File: src/rtl/add_reservation_station_if.sv
// Issue/dispatch bundle of the adder reservation station.
// The result-bus signals exist only when ADD_RS_CDB_EN is defined.
interface add_reservation_station_if;
    logic [7:0] Operand1;
    logic [7:0] Operand2;
    logic [2:0] Operand1_Tag;
    logic [2:0] Operand2_Tag;
    logic       Operand1_Vbit;
    logic       Operand2_Vbit;
    logic       ADD_Status;
`ifdef ADD_RS_CDB_EN
    logic       cdb_valid;
    logic [2:0] cdb_tag;
    logic [7:0] cdb_data;
`endif
    logic [2:0] ADD_Tag_ip;
    logic       E1;
    logic       E2;
    logic       E3;
    logic       E4;
    logic       AR_Status;
    logic [7:0] AR_Out_Operand1;
    logic [7:0] AR_Out_Operand2;
    logic [2:0] select;

`ifdef ADD_RS_CDB_EN
    modport master (
        output Operand1, Operand2, Operand1_Tag, Operand2_Tag,
               Operand1_Vbit, Operand2_Vbit, ADD_Status,
               cdb_valid, cdb_tag, cdb_data,
        input  ADD_Tag_ip, E1, E2, E3, E4, AR_Status,
               AR_Out_Operand1, AR_Out_Operand2, select
    );
    modport slave (
        input  Operand1, Operand2, Operand1_Tag, Operand2_Tag,
               Operand1_Vbit, Operand2_Vbit, ADD_Status,
               cdb_valid, cdb_tag, cdb_data,
        output ADD_Tag_ip, E1, E2, E3, E4, AR_Status,
               AR_Out_Operand1, AR_Out_Operand2, select
    );
`else
    modport master (
        output Operand1, Operand2, Operand1_Tag, Operand2_Tag,
               Operand1_Vbit, Operand2_Vbit, ADD_Status,
        input  ADD_Tag_ip, E1, E2, E3, E4, AR_Status,
               AR_Out_Operand1, AR_Out_Operand2, select
    );
    modport slave (
        input  Operand1, Operand2, Operand1_Tag, Operand2_Tag,
               Operand1_Vbit, Operand2_Vbit, ADD_Status,
        output ADD_Tag_ip, E1, E2, E3, E4, AR_Status,
               AR_Out_Operand1, AR_Out_Operand2, select
    );
`endif
endinterface

File: src/rtl/add_reservation_station.sv
// Four-entry reservation station feeding the 8-bit adder.
// Optional result-bus wakeup of waiting operands: define ADD_RS_CDB_EN.
module add_reservation_station (
    input  logic                      clk,
    input  logic                      rst_n,
    add_reservation_station_if.slave  rs
);
    logic [3:0] busy_r;
    logic [3:0] busy_n_s;
    logic [3:0] v1_r;
    logic [3:0] v1_n_s;
    logic [3:0] v2_r;
    logic [3:0] v2_n_s;
    logic [7:0] val1_r   [4];
    logic [7:0] val1_n_s [4];
    logic [7:0] val2_r   [4];
    logic [7:0] val2_n_s [4];

    logic [3:0] ready_s;
    logic [2:0] alloc_tag_s;
    logic [1:0] alloc_idx_s;
    logic       alloc_en_s;
    logic [2:0] disp_tag_s;
    logic [1:0] disp_idx_s;
    logic       disp_en_s;

    logic       in_v1_s;
    logic       in_v2_s;
    logic [7:0] in_val1_s;
    logic [7:0] in_val2_s;
    logic [3:0] wake1_s;
    logic [3:0] wake2_s;
    logic [7:0] cdb_data_s;

    logic       ar_status_r;
    logic [2:0] select_r;
    logic [7:0] ar_op1_r;
    logic [7:0] ar_op2_r;

    // Tag (1..4) of the lowest set bit, 0 when none is set.
    function automatic logic [2:0] first_tag(input logic [3:0] vec);
        logic [2:0] tag_v;
        casez (vec)
            4'b???1: tag_v = 3'd1;
            4'b??10: tag_v = 3'd2;
            4'b?100: tag_v = 3'd3;
            4'b1000: tag_v = 3'd4;
            default: tag_v = 3'd0;
        endcase
        return tag_v;
    endfunction

    function automatic logic [1:0] tag_to_idx(input logic [2:0] tag);
        logic [1:0] idx_v;
        case (tag)
            3'd2:    idx_v = 2'd1;
            3'd3:    idx_v = 2'd2;
            3'd4:    idx_v = 2'd3;
            default: idx_v = 2'd0;
        endcase
        return idx_v;
    endfunction

    assign alloc_tag_s = first_tag(~busy_r);
    assign alloc_idx_s = tag_to_idx(alloc_tag_s);
    assign alloc_en_s  = (alloc_tag_s != 3'd0);

    assign ready_s     = busy_r & v1_r & v2_r;
    assign disp_tag_s  = first_tag(ready_s);
    assign disp_idx_s  = tag_to_idx(disp_tag_s);
    assign disp_en_s   = ~rs.ADD_Status & (disp_tag_s != 3'd0);

`ifdef ADD_RS_CDB_EN
    logic [2:0] tag1_r   [4];
    logic [2:0] tag1_n_s [4];
    logic [2:0] tag2_r   [4];
    logic [2:0] tag2_n_s [4];
    logic       in_hit1_s;
    logic       in_hit2_s;

    assign cdb_data_s = rs.cdb_data;

    // Broadcast matching: stored waiting operands and the operands being issued this edge.
    always_comb begin
        wake1_s   = 4'b0000;
        wake2_s   = 4'b0000;
        in_hit1_s = rs.cdb_valid & ~rs.Operand1_Vbit & (rs.Operand1_Tag == rs.cdb_tag);
        in_hit2_s = rs.cdb_valid & ~rs.Operand2_Vbit & (rs.Operand2_Tag == rs.cdb_tag);
        for (int i = 0; i < 4; i++) begin
            wake1_s[i] = rs.cdb_valid & busy_r[i] & ~v1_r[i] & (tag1_r[i] == rs.cdb_tag);
            wake2_s[i] = rs.cdb_valid & busy_r[i] & ~v2_r[i] & (tag2_r[i] == rs.cdb_tag);
        end
        in_v1_s = rs.Operand1_Vbit | in_hit1_s;
        in_v2_s = rs.Operand2_Vbit | in_hit2_s;
        if (in_hit1_s) begin
            in_val1_s = rs.cdb_data;
        end else begin
            in_val1_s = rs.Operand1;
        end
        if (in_hit2_s) begin
            in_val2_s = rs.cdb_data;
        end else begin
            in_val2_s = rs.Operand2;
        end
    end

    // Producer tags are only kept while the wakeup path exists.
    always_comb begin
        tag1_n_s = tag1_r;
        tag2_n_s = tag2_r;
        for (int i = 0; i < 4; i++) begin
            if (alloc_en_s && (alloc_idx_s == 2'(i))) begin
                tag1_n_s[i] = rs.Operand1_Tag;
                tag2_n_s[i] = rs.Operand2_Tag;
            end else begin
                tag1_n_s[i] = tag1_r[i];
                tag2_n_s[i] = tag2_r[i];
            end
        end
    end

    // Producer tag storage.
    always_ff @(posedge clk or negedge rst_n) begin
        if (!rst_n) begin
            for (int i = 0; i < 4; i++) begin
                tag1_r[i] <= 3'd0;
                tag2_r[i] <= 3'd0;
            end
        end else begin
            tag1_r <= tag1_n_s;
            tag2_r <= tag2_n_s;
        end
    end
`else
    logic unused_tags_s;

    // Without the result bus a waiting operand can never be satisfied.
    assign unused_tags_s = ^{rs.Operand1_Tag, rs.Operand2_Tag};
    assign cdb_data_s    = 8'd0;
    assign wake1_s       = 4'b0000;
    assign wake2_s       = 4'b0000;
    assign in_v1_s       = rs.Operand1_Vbit;
    assign in_v2_s       = rs.Operand2_Vbit;
    assign in_val1_s     = rs.Operand1;
    assign in_val2_s     = rs.Operand2;
`endif

    // Per-entry next state: an allocated entry was free and a dispatched entry was ready,
    // so neither can also be waiting on the broadcast.
    always_comb begin
        busy_n_s = busy_r;
        v1_n_s   = v1_r;
        v2_n_s   = v2_r;
        val1_n_s = val1_r;
        val2_n_s = val2_r;
        for (int i = 0; i < 4; i++) begin
            if (alloc_en_s && (alloc_idx_s == 2'(i))) begin
                busy_n_s[i] = 1'b1;
                v1_n_s[i]   = in_v1_s;
                v2_n_s[i]   = in_v2_s;
                val1_n_s[i] = in_val1_s;
                val2_n_s[i] = in_val2_s;
            end else if (disp_en_s && (disp_idx_s == 2'(i))) begin
                busy_n_s[i] = 1'b0;
            end else begin
                if (wake1_s[i]) begin
                    v1_n_s[i]   = 1'b1;
                    val1_n_s[i] = cdb_data_s;
                end else begin
                    v1_n_s[i]   = v1_r[i];
                end
                if (wake2_s[i]) begin
                    v2_n_s[i]   = 1'b1;
                    val2_n_s[i] = cdb_data_s;
                end else begin
                    v2_n_s[i]   = v2_r[i];
                end
            end
        end
    end

    // Entry storage.
    always_ff @(posedge clk or negedge rst_n) begin
        if (!rst_n) begin
            busy_r <= 4'b0000;
            v1_r   <= 4'b0000;
            v2_r   <= 4'b0000;
            for (int i = 0; i < 4; i++) begin
                val1_r[i] <= 8'd0;
                val2_r[i] <= 8'd0;
            end
        end else begin
            busy_r <= busy_n_s;
            v1_r   <= v1_n_s;
            v2_r   <= v2_n_s;
            val1_r <= val1_n_s;
            val2_r <= val2_n_s;
        end
    end

    // Dispatch register toward the adder; operands hold between dispatches.
    always_ff @(posedge clk or negedge rst_n) begin
        if (!rst_n) begin
            ar_status_r <= 1'b0;
            select_r    <= 3'd0;
            ar_op1_r    <= 8'd0;
            ar_op2_r    <= 8'd0;
        end else if (disp_en_s) begin
            ar_status_r <= 1'b1;
            select_r    <= disp_tag_s;
            ar_op1_r    <= val1_r[disp_idx_s];
            ar_op2_r    <= val2_r[disp_idx_s];
        end else begin
            ar_status_r <= 1'b0;
            select_r    <= 3'd0;
        end
    end

    assign rs.ADD_Tag_ip      = alloc_tag_s;
    assign rs.E1              = busy_r[0];
    assign rs.E2              = busy_r[1];
    assign rs.E3              = busy_r[2];
    assign rs.E4              = busy_r[3];
    assign rs.AR_Status       = ar_status_r;
    assign rs.select          = select_r;
    assign rs.AR_Out_Operand1 = ar_op1_r;
    assign rs.AR_Out_Operand2 = ar_op2_r;
endmodule

File: src/flat_wrapper.sv
// flat-port wrapper written by rule: the top's interface ports become plain ports
module add_reservation_station_flat 
  (clk, rst_n, rs_Operand1, rs_Operand2, rs_Operand1_Tag, rs_Operand2_Tag, rs_Operand1_Vbit, rs_Operand2_Vbit, rs_ADD_Status, rs_ADD_Tag_ip, rs_E1, rs_E2, rs_E3, rs_E4, rs_AR_Status, rs_AR_Out_Operand1, rs_AR_Out_Operand2, rs_select);
  add_reservation_station_if rs_i ();
  input  logic clk;
  input  logic rst_n;
  input wire logic [$bits(rs_i.Operand1)-1:0] rs_Operand1;
  input wire logic [$bits(rs_i.Operand2)-1:0] rs_Operand2;
  input wire logic [$bits(rs_i.Operand1_Tag)-1:0] rs_Operand1_Tag;
  input wire logic [$bits(rs_i.Operand2_Tag)-1:0] rs_Operand2_Tag;
  input wire logic [$bits(rs_i.Operand1_Vbit)-1:0] rs_Operand1_Vbit;
  input wire logic [$bits(rs_i.Operand2_Vbit)-1:0] rs_Operand2_Vbit;
  input wire logic [$bits(rs_i.ADD_Status)-1:0] rs_ADD_Status;
  output wire logic [$bits(rs_i.ADD_Tag_ip)-1:0] rs_ADD_Tag_ip;
  output wire logic [$bits(rs_i.E1)-1:0] rs_E1;
  output wire logic [$bits(rs_i.E2)-1:0] rs_E2;
  output wire logic [$bits(rs_i.E3)-1:0] rs_E3;
  output wire logic [$bits(rs_i.E4)-1:0] rs_E4;
  output wire logic [$bits(rs_i.AR_Status)-1:0] rs_AR_Status;
  output wire logic [$bits(rs_i.AR_Out_Operand1)-1:0] rs_AR_Out_Operand1;
  output wire logic [$bits(rs_i.AR_Out_Operand2)-1:0] rs_AR_Out_Operand2;
  output wire logic [$bits(rs_i.select)-1:0] rs_select;
  assign rs_i.Operand1 = rs_Operand1;
  assign rs_i.Operand2 = rs_Operand2;
  assign rs_i.Operand1_Tag = rs_Operand1_Tag;
  assign rs_i.Operand2_Tag = rs_Operand2_Tag;
  assign rs_i.Operand1_Vbit = rs_Operand1_Vbit;
  assign rs_i.Operand2_Vbit = rs_Operand2_Vbit;
  assign rs_i.ADD_Status = rs_ADD_Status;
  assign rs_ADD_Tag_ip = rs_i.ADD_Tag_ip;
  assign rs_E1 = rs_i.E1;
  assign rs_E2 = rs_i.E2;
  assign rs_E3 = rs_i.E3;
  assign rs_E4 = rs_i.E4;
  assign rs_AR_Status = rs_i.AR_Status;
  assign rs_AR_Out_Operand1 = rs_i.AR_Out_Operand1;
  assign rs_AR_Out_Operand2 = rs_i.AR_Out_Operand2;
  assign rs_select = rs_i.select;
  add_reservation_station u_core (.clk(clk), .rst_n(rst_n), .rs(rs_i));
endmodule
File: config.mk
export PLATFORM = sky130hd
export DESIGN_NAME = add_reservation_station_flat
export DESIGN_NICKNAME = d
export VERILOG_FILES = /design/src/rtl/add_reservation_station_if.sv /design/src/rtl/add_reservation_station.sv /design/src/flat_wrapper.sv
export SDC_FILE = /design/constraint.sdc
export NUM_CORES = 1
export LEC_CHECK = 0
export CAP_MARGIN = 5
export CORE_MARGIN = 2
export CORE_UTILIZATION = 55
export DETAILED_ROUTE_END_ITERATION = 6
export PLACE_DENSITY = 0.79
export REMOVE_ABC_BUFFERS = 1
export SLEW_MARGIN = 20
export SYNTH_ARGS = -nofsm -noshare
export SYNTH_HDL_FRONTEND = slang
export SYNTH_SLANG_ARGS = --single-unit
File: constraint.sdc
create_clock -name clk -period 2.2 [get_ports clk]
set_input_delay 0.33 -clock clk [delete_from_list [all_inputs] [get_ports clk]]
set_output_delay 0.33 -clock clk [all_outputs]
set_load 0.005 [all_outputs]
## Word-level counts from Yosys, hierarchy flattened

Cells that the tools add are included.

- Bitwise logic cells: 6
- $lt $le $gt $ge: 1
- Reductions and logical operators: 16
- Mux-type cells: 20
- Equal/unequal tests: 18

Operator list:

| cell | count |
|---|---|
| $bmux W8 S2 | 2 |
| $mux W8 | 4 |
| $pmux W3 S4 | 2 |
| $eq A2 B2 Y1 const B | 6 |
| $eq A3 B2 Y1 const B | 4 |
| $eq A3 B3 Y1 const B | 4 |
| $pmux W2 S3 | 2 |
| $mux W1 | 9 |
| $and A4 B4 Y4 | 2 |
| $eq A4 B4 Y1 const B | 2 |
| $logic_and A1 B1 Y1 | 8 |
| $reduce_bool A2 Y1 | 4 |
| $reduce_bool A3 Y1 | 2 |
| $eq A2 B1 Y1 const B | 2 |
| $logic_not A2 Y1 | 2 |
| $not A4 Y4 | 1 |
| $ge A3 B3 Y1 const B | 1 |
| $mux W3 | 1 |
| $not A2 Y3 | 1 |
| $and A1 B1 Y1 | 1 |
| $not A1 Y1 | 1 |

- Output and inout port bits: 27
- Logic and storage cells: 85
- Register bits: 96
- Input bits: 27

## Longest topological paths before layout

- Depth in word-level cells: 10
- Mapped depth: 7
- Gate-level depth less buffers: 4

## Least setup slack after synthesis

OpenSTA, ideal clock, no wires.

- Kind: flip-flop to flip-flop
- From: register u_core.busy_r[0]
- To: register u_core.ar_op1_r[4], in the netlist u_core.rs.AR_Out_Operand1[4]
- Stages on the path, launching flop included: 8
- Buffers on the path: 3
- Setup time: 146 ps
- Data arrival time: 1514 ps
- Data required time: 2054 ps
- Slack: 540 ps
- Clock period less this slack: 1660 ps
- Path through: dfrtp_1 buf_6 and3_1 buf_6 a2111o_1 buf_6 a21oi_2 a221oi_2

- Word-level cells in the longest chain between the ends: 10
- Elaborated cells on any way between the ends: 16
- Classes of those cells: eq/ne: 6; mux: 5; bitwise: 4; reduce/logical: 1

RTL lines:

| element | RTL line | text |
|---|---|---|
| start: declaration | add_reservation_station.sv:8 | `logic [3:0] busy_r;` |
| start signal: assignment | add_reservation_station.sv:193 | `busy_r <= busy_n_s;` |
| $and A4 B4 Y4 * (2 in a row) | add_reservation_station.sv:68 | `assign ready_s = busy_r & v1_r & v2_r;` |
| $eq A4 B4 Y1 (tied with other cells) | add_reservation_station.sv:43 | `casez (vec)` |
| $pmux W3 S4 * | add_reservation_station.sv:43 |  |
| $eq A3 B3 Y1 or $eq A3 B2 Y1 (tied branches) | add_reservation_station.sv:55 | `case (tag)` |
| $pmux W2 S3 | add_reservation_station.sv:55 |  |
| $not A2 Y3 (not written as such) | add_reservation_station.sv:211 | `ar_op1_r <= val1_r[disp_idx_s];` |
| $bmux W8 S2 | add_reservation_station.sv:211 |  |
| $mux W8 (not written as such) (2 in a row) | add_reservation_station.sv:211 |  |
| end signal: assignment | add_reservation_station.sv:211 |  |
| end: declaration | add_reservation_station.sv:37 | `logic [7:0] ar_op1_r;` |

Mark *: on every way between the ends. The rest lies on a longest branch, timed or not. The select of a mux whose other input is x is not followed.
A chain may end at the register's enable or synchronous reset.

## Final worst setup path

- From: register u_core.busy_r[1]
- To: output rs_ADD_Tag_ip[2]

- Word-level cells in the longest chain between the ends: 3
- Elaborated cells on any way between the ends: 5
- Classes of those cells: eq/ne: 3; mux: 1; bitwise: 1

RTL lines:

| element | RTL line | text |
|---|---|---|
| $not A4 Y4 * | add_reservation_station.sv:64 | `assign alloc_tag_s = first_tag(~busy_r);` |
| $eq A4 B4 Y1 (tied with other cells) | add_reservation_station.sv:43 |  |
| $pmux W3 S4 * | add_reservation_station.sv:43 |  |
| end: declaration | flat_wrapper.sv:14 | `output wire logic [$bits(rs_i.ADD_Tag_ip)-1:0] rs_ADD_Tag_ip;` |

Mark *: on every way between the ends. The rest lies on a longest branch, timed or not.

==> results.sh <==
export IMPL_status="complete, no violations"
export IMPL_cts_buffers_inserted=9
export IMPL_vias_per_cell=5.79
export IMPL_endpoint_kind="output pin"
export IMPL_drc_errors=0
export IMPL_fin_crit_ps=2120
export IMPL_fin_skew_ps=9.00
export IMPL_drt_pre_antenna_iters=4
export IMPL_cts_root_buffer="clkbuf_8"
export IMPL_place_gp_congestion=0.736
export IMPL_grt_pass1_wl_microns=14700
export IMPL_antenna_found_initial=0
export IMPL_layout_cells_non_filler=464
export IMPL_wl_per_cell_microns=18.8
export IMPL_num_rows=31
export IMPL_area_growth_pct=20.1
export IMPL_grt_usage=0.228
export IMPL_dp_hpwl_microns=5710
export IMPL_setup_violations=0
export IMPL_start_kind="flip-flop"
export IMPL_ant_nets=0
export IMPL_syn_area_per_cell_sq_um=14.1
export IMPL_cts_tree="built"
export IMPL_worstPathMaxFanout=9
export IMPL_dieHeight_microns=91.5
export IMPL_io_pins=54
export IMPL_worst_slew_pin_slew_ps=488
export IMPL_required_ps=1870
export IMPL_critPathSlowestCell="dfrtp_1"
export IMPL_htree_levels=3
export IMPL_drive_above_1_share=0.370
export IMPL_slew_violations=0
export IMPL_vias=2685
export IMPL_synth_edf_count=0
export IMPL_die_area_sq_mm=0.00838
export IMPL_cts_max_path_buffers=2
export IMPL_cts_sinks=96
export IMPL_wl_microns=8740
export IMPL_max_stage_delay_ps=560
export IMPL_maxSlewHeadroom=0.675
export IMPL_period_share=0.964
export IMPL_ys_seq_area_frac=0.570
export IMPL_synth_distinct_cells=32
export IMPL_clkTransAtPathRegs_ps=90
export IMPL_p_leak_nw=2.06
export IMPL_drv_cap=0
export IMPL_clock_latency_ps=370
export IMPL_async_reset_ff_frac=1.00
export IMPL_post_cts_buffers=0
export IMPL_ys_seq_elements=96
export IMPL_fin_nets=387
export IMPL_power_density_mw_per_mm2=1530
export IMPL_fmax_mhz=472
export IMPL_synth_cells=299
export IMPL_grt_max_degree=52
export IMPL_first_iter_violations=171
export IMPL_grt_overflow=0
export IMPL_arrival_ps=1790
export IMPL_dp_cells=447
export IMPL_synth_ff_type="dfrtp_1"
export IMPL_crit_type="reg -> out"
export IMPL_core_sq_mm=0.00733
export IMPL_layout_common_cells="dfrtp_1 (96), mux2_2 (72), clkdlybuf4s50_1 (46)"
export IMPL_rsz0062_at_grt="no"
export IMPL_hold_viol_final=0
export IMPL_grt_pass1_vias=2819
export IMPL_tns_ps=0
export IMPL_path_cells="nand4_1, inv_1, clkdlybuf4s50_1"
export IMPL_min_path_type="in -> async"
export IMPL_numPortBuffers=47
export IMPL_start_util=0.575
export IMPL_vdd_drop_max_mv=0.649
export IMPL_n_antenna_cell=0
export IMPL_die_w_microns=91.5
export IMPL_ys_warn_count=0
export IMPL_final_common_cell="dfrtp_1"
export IMPL_synth_area_sq_mm=0.00421
[path summary, 6_finish.rpt]
path                             startpoint                            to  slack, ps  cells past startpoint
max                        u_core.busy_r[1]              rs_ADD_Tag_ip[2]         80                      3
max in group asynchronous             rst_n  u_core.rs.AR_Out_Operand1[5]       1170                      3
min in group clk           u_core.val1_r[5]              u_core.val1_r[5]        510                      1
min reg2reg                u_core.val1_r[5]              u_core.val1_r[5]        510                      1
max reg2reg                u_core.busy_r[0]  u_core.rs.AR_Out_Operand1[1]        210                      5
min                                   rst_n             u_core.val1_r[22]        400                      2
[cell families (layout without fill, tap and decap cells)]
kind of cell           count (synthesis)  after routing  share of synthesized area
muxes                                 88             88                      0.230
buffers and inverters                 21             87                     0.0303
AOI/OAI and AO/OA                     60             60                      0.119
and+or+nand+nor                       34             34                     0.0496
DFF                                   96             96                      0.570
[synth_stat cells, types with 3 or more instances]
cell type | number | area (sq um)
nand3_1 | 4 | 20.0
a21oi_2 | 11 | 96.3
buf_2 | 6 | 30.0
o21ai_0 | 19 | 95.1
nor2b_1 | 3 | 18.8
a221oi_1 | 5 | 43.8
inv_1 | 4 | 15.0
a221oi_2 | 11 | 165
dfrtp_1 | 96 | 2400
nor2_1 | 18 | 67.6
buf_6 | 3 | 33.8
mux2i_1 | 16 | 160
a21oi_1 | 6 | 30.0
clkbuf_1 | 5 | 18.8
mux2_2 | 72 | 811
[critical path: cells and delay by family, from the launching register on]
family	cells	cell delay (ps)
DFF	1	560
buffers and inverters	2	670
and+or+nand+nor	1	190
[layout make-up]
type                    instances  area (sq um)
inverters                       4          15.0
multi-input cells             182          1690
clock buffers                  10           128
well taps                      99           124
repair buffers                 67           633
fillers                       506          2270
clock inverters                 6          70.1
flip-flops and latches         96          2400
[flip-flops by register name (all words and copies together) (netlist names)]
register	flops
u_core.rs.AR_Out_Operand2	8
u_core.v1_r	4
u_core.rs.select	3
u_core.busy_r	4
u_core.val1_r	32
u_core.rs.AR_Out_Operand1	8
u_core.val2_r	32
u_core.rs.AR_Status	1
u_core.v2_r	4
[layer usage]
metal,GRT usage,up-vias,wire length [microns]
met4,0.0934,0,141
li1,-,1221,-
met3,0.0315,13,294
met1,0.326,1387,4010
met5,0,-,0
met2,0.354,64,4300
[metrics by stage]
step | area (sq um) | util | setup WS [ps] | hold slack (ps) | total power, mW
after detailed placement | 4850 | 0.662 | 274 | 248 | 6.65
after global routing | 5060 | 0.690 | 28.4 | 432 | 8.27
final | 5060 | 0.690 | 79.7 | 403 | 7.76
after CTS | 5060 | 0.690 | 35.2 | 396 | 7.81
after global placement | 4850 | 0.662 | 316 | 242 | 6.50
after floorplan | 4100 | - | -297 | 34.4 | 5.31
[where the power goes]
group | internal [mW] | switching (mW) | total [mW]
logic | 1.87 | 1.56 | 3.43
clock network | 0.529 | 0.610 | 1.14
registers | 2.67 | 0.524 | 3.19
total | 5.07 | 2.69 | 7.76
[timing repair]
| action | in CTS | in global routing |
|---|---|---|
| hold buffers | 1 | 0 |
| resized for setup | 0 | 0 |
| endpoints found under the hold margin | 21 | 0 |
Note: power is estimated with default switching activity, not from simulation.
==> edit, RTL diff (same settings) <==
`v1_r` and `v2_r` no longer have a reset.
--- a/src/rtl/add_reservation_station.sv
+++ b/src/rtl/add_reservation_station.sv
@@ -184,6 +184,4 @@
         if (!rst_n) begin
             busy_r <= 4'b0000;
-            v1_r   <= 4'b0000;
-            v2_r   <= 4'b0000;
             for (int i = 0; i < 4; i++) begin
                 val1_r[i] <= 8'd0;
@@ -192,9 +190,12 @@
         end else begin
             busy_r <= busy_n_s;
-            v1_r   <= v1_n_s;
-            v2_r   <= v2_n_s;
             val1_r <= val1_n_s;
             val2_r <= val2_n_s;
         end
+    end
+
+    always_ff @(posedge clk) begin
+        v1_r <= v1_n_s;
+        v2_r <= v2_n_s;
     end
 
Behaviour: no difference found for any inputs over 4 cycles, from zero or initial values and one cycle with rst_n low; that may be too few to reach the edited logic, so the function may still have changed.
==> edit against the unedited design <==
  * Area after synthesis down 3.6%
  * Setup slack better by 0.14 ns
  * Final area down 4.2%
  * Sequential cell count unchanged
  * Register-to-register slack improved by 0.28 ns
  * Wire length fell by 2.5%
  * Non-clock buffer count is 2 lower
  * Critical endpoint unchanged
  * Highest routed layer unchanged
Power is not compared: it rests on default switching activity, and its combinational part moved more than twofold at a synthesized area within 25%.
==> edit: results (changes against the unedited design) <==
** Run status
- Result of the run :: finished clean

** Synth
- After synthesis, the cell types taking the most area are sky130_fd_sc_hd__dfrtp_1, sky130_fd_sc_hd__mux2_2, sky130_fd_sc_hd__edfxtp_1, sky130_fd_sc_hd__a21o_1, sky130_fd_sc_hd__a22oi_1.
- The number of synthesized flops with an enable pin was 8 (+8).
- Synth cell types :: 28 (-13%)
- Counting instances in the post-synthesis netlist gives the leading cell types as sky130_fd_sc_hd__dfrtp_1, sky130_fd_sc_hd__mux2_2, sky130_fd_sc_hd__nand3_1, sky130_fd_sc_hd__nand2_1, sky130_fd_sc_hd__nor2_1.
- The proportion of synthesized chip area in sequential cells came to 60.2% (+3.1 points).
- Share of async-settable or async-resettable flops after synthesis :: 91.7% (-8.3 points)
- The mux cell area share after synthesis came to 18.5% (-4.6 points).

** Worst setup path
- The number of cells on the worst reg-to-reg path came to 4 (-1).
- In this run the worst setup path begins at u_core.busy_r[2].
- Peak fanout along the critical path :: 8 (-1)
- Slack of the worst reg-to-reg path :: 0.49 ns (+0.28 ns)
- Capture instance of the worst register-to-register path :: u_core.rs.AR_Out_Operand1[7]

** Placed design
- Instance count after placement with tap cells included :: 452 (+1.1%)
- Final estimated routing congestion in global placement :: 0.754 (+2.5%)
- Worst setup slack before clock tree synthesis :: 0.475 ns (+0.200 ns)
- Post-DP HPWL :: 5.57 mm (-2.3%)
- Placed cell area :: 4660 µm² (-3.9%)

** Global route
- The largest net degree at the start of global routing is 38 (-27%).
- Global-route wire length before repair :: 14.4 mm (-2.2%)

** Timing
- Final worst path period share :: 90.0% (-6.4 points)
- Worst relative slew slack :: 70.4% (+2.9 points)
- The final clock skew came to 0.00635 ns (-0.00265 ns).

** Final layout
- The final-stage net count is 392 (+1.3%).
- Number of fillers in the final layout :: 564 (+11%)
- Proportion of layout cells with a drive suffix above 1 :: 28.1% (-8.9 points)

** Drt
- The total via count in the routed design was 2689 (+0.15%).
- The number of iterations in the first detailed-routing pass came to 5 (+1).
- Routed wire length :: 8.53 mm (-2.5%)

** Pwr
- The design draws 5.37 mW.

** Worst hold path
- The min-delay analysis places its worst path in the category in -> async.
edit: cell count changes after synthesis, moves of 8 or more:
cell	unedited run	this run
sky130_fd_sc_hd__nand2_1	0	18
sky130_fd_sc_hd__o21ai_0	19	2
sky130_fd_sc_hd__a22oi_1	0	16
sky130_fd_sc_hd__a31oi_1	0	16
sky130_fd_sc_hd__mux2_2	72	56
sky130_fd_sc_hd__mux2i_1	16	0
sky130_fd_sc_hd__nand3_1	4	20
sky130_fd_sc_hd__a21o_1	1	16
sky130_fd_sc_hd__a21oi_2	11	0
sky130_fd_sc_hd__a221oi_2	11	0
sky130_fd_sc_hd__dfrtp_1	96	88
sky130_fd_sc_hd__edfxtp_1	0	8
sky130_fd_sc_hd__mux2_4	0	8
edit: metal layers:
| metal | vias up | routed length (µm) | global-route usage (%) |
|---|---|---|---|
| met2 | 75 | 4370 | 38.4 |
| met4 | 0 | 147 | 9.36 |
| met3 | 14 | 377 | 4.44 |
| met5 | - | 0 | 0 |
| li1 | 1231 | - | - |
| met1 | 1369 | 3630 | 30.1 |
edit: worst min-delay path by stage:
stage                                         endpoint  slack, ns  cells after the start
after CTS                            u_core.val2_r[31]       0.44                      2
final                                u_core.val2_r[31]       0.44                      2
after global routing      u_core.rs.AR_Out_Operand2[7]       0.47                      2
after floorplan                       u_core.busy_r[0]       0.03                      0
after global placement               u_core.val2_r[31]       0.29                      1
after detailed placement             u_core.val2_r[31]       0.29                      1
edit: timing repair:
item,in CTS,in global routing
setup endpoints to repair,0,0
hold buffers,1,0
hold endpoints to repair,29,0
edit: final cells by class:
type                       count  area [µm²]  area share, %
timing repair buffer          65         618           12.8
tap                           99         124           2.56
clock buffer                  11         141           2.92
sequential                    96        2440           50.4
clock inverter                 5        32.5          0.671
inverter                       6        22.5          0.465
multi-input combinational    187        1460           30.2
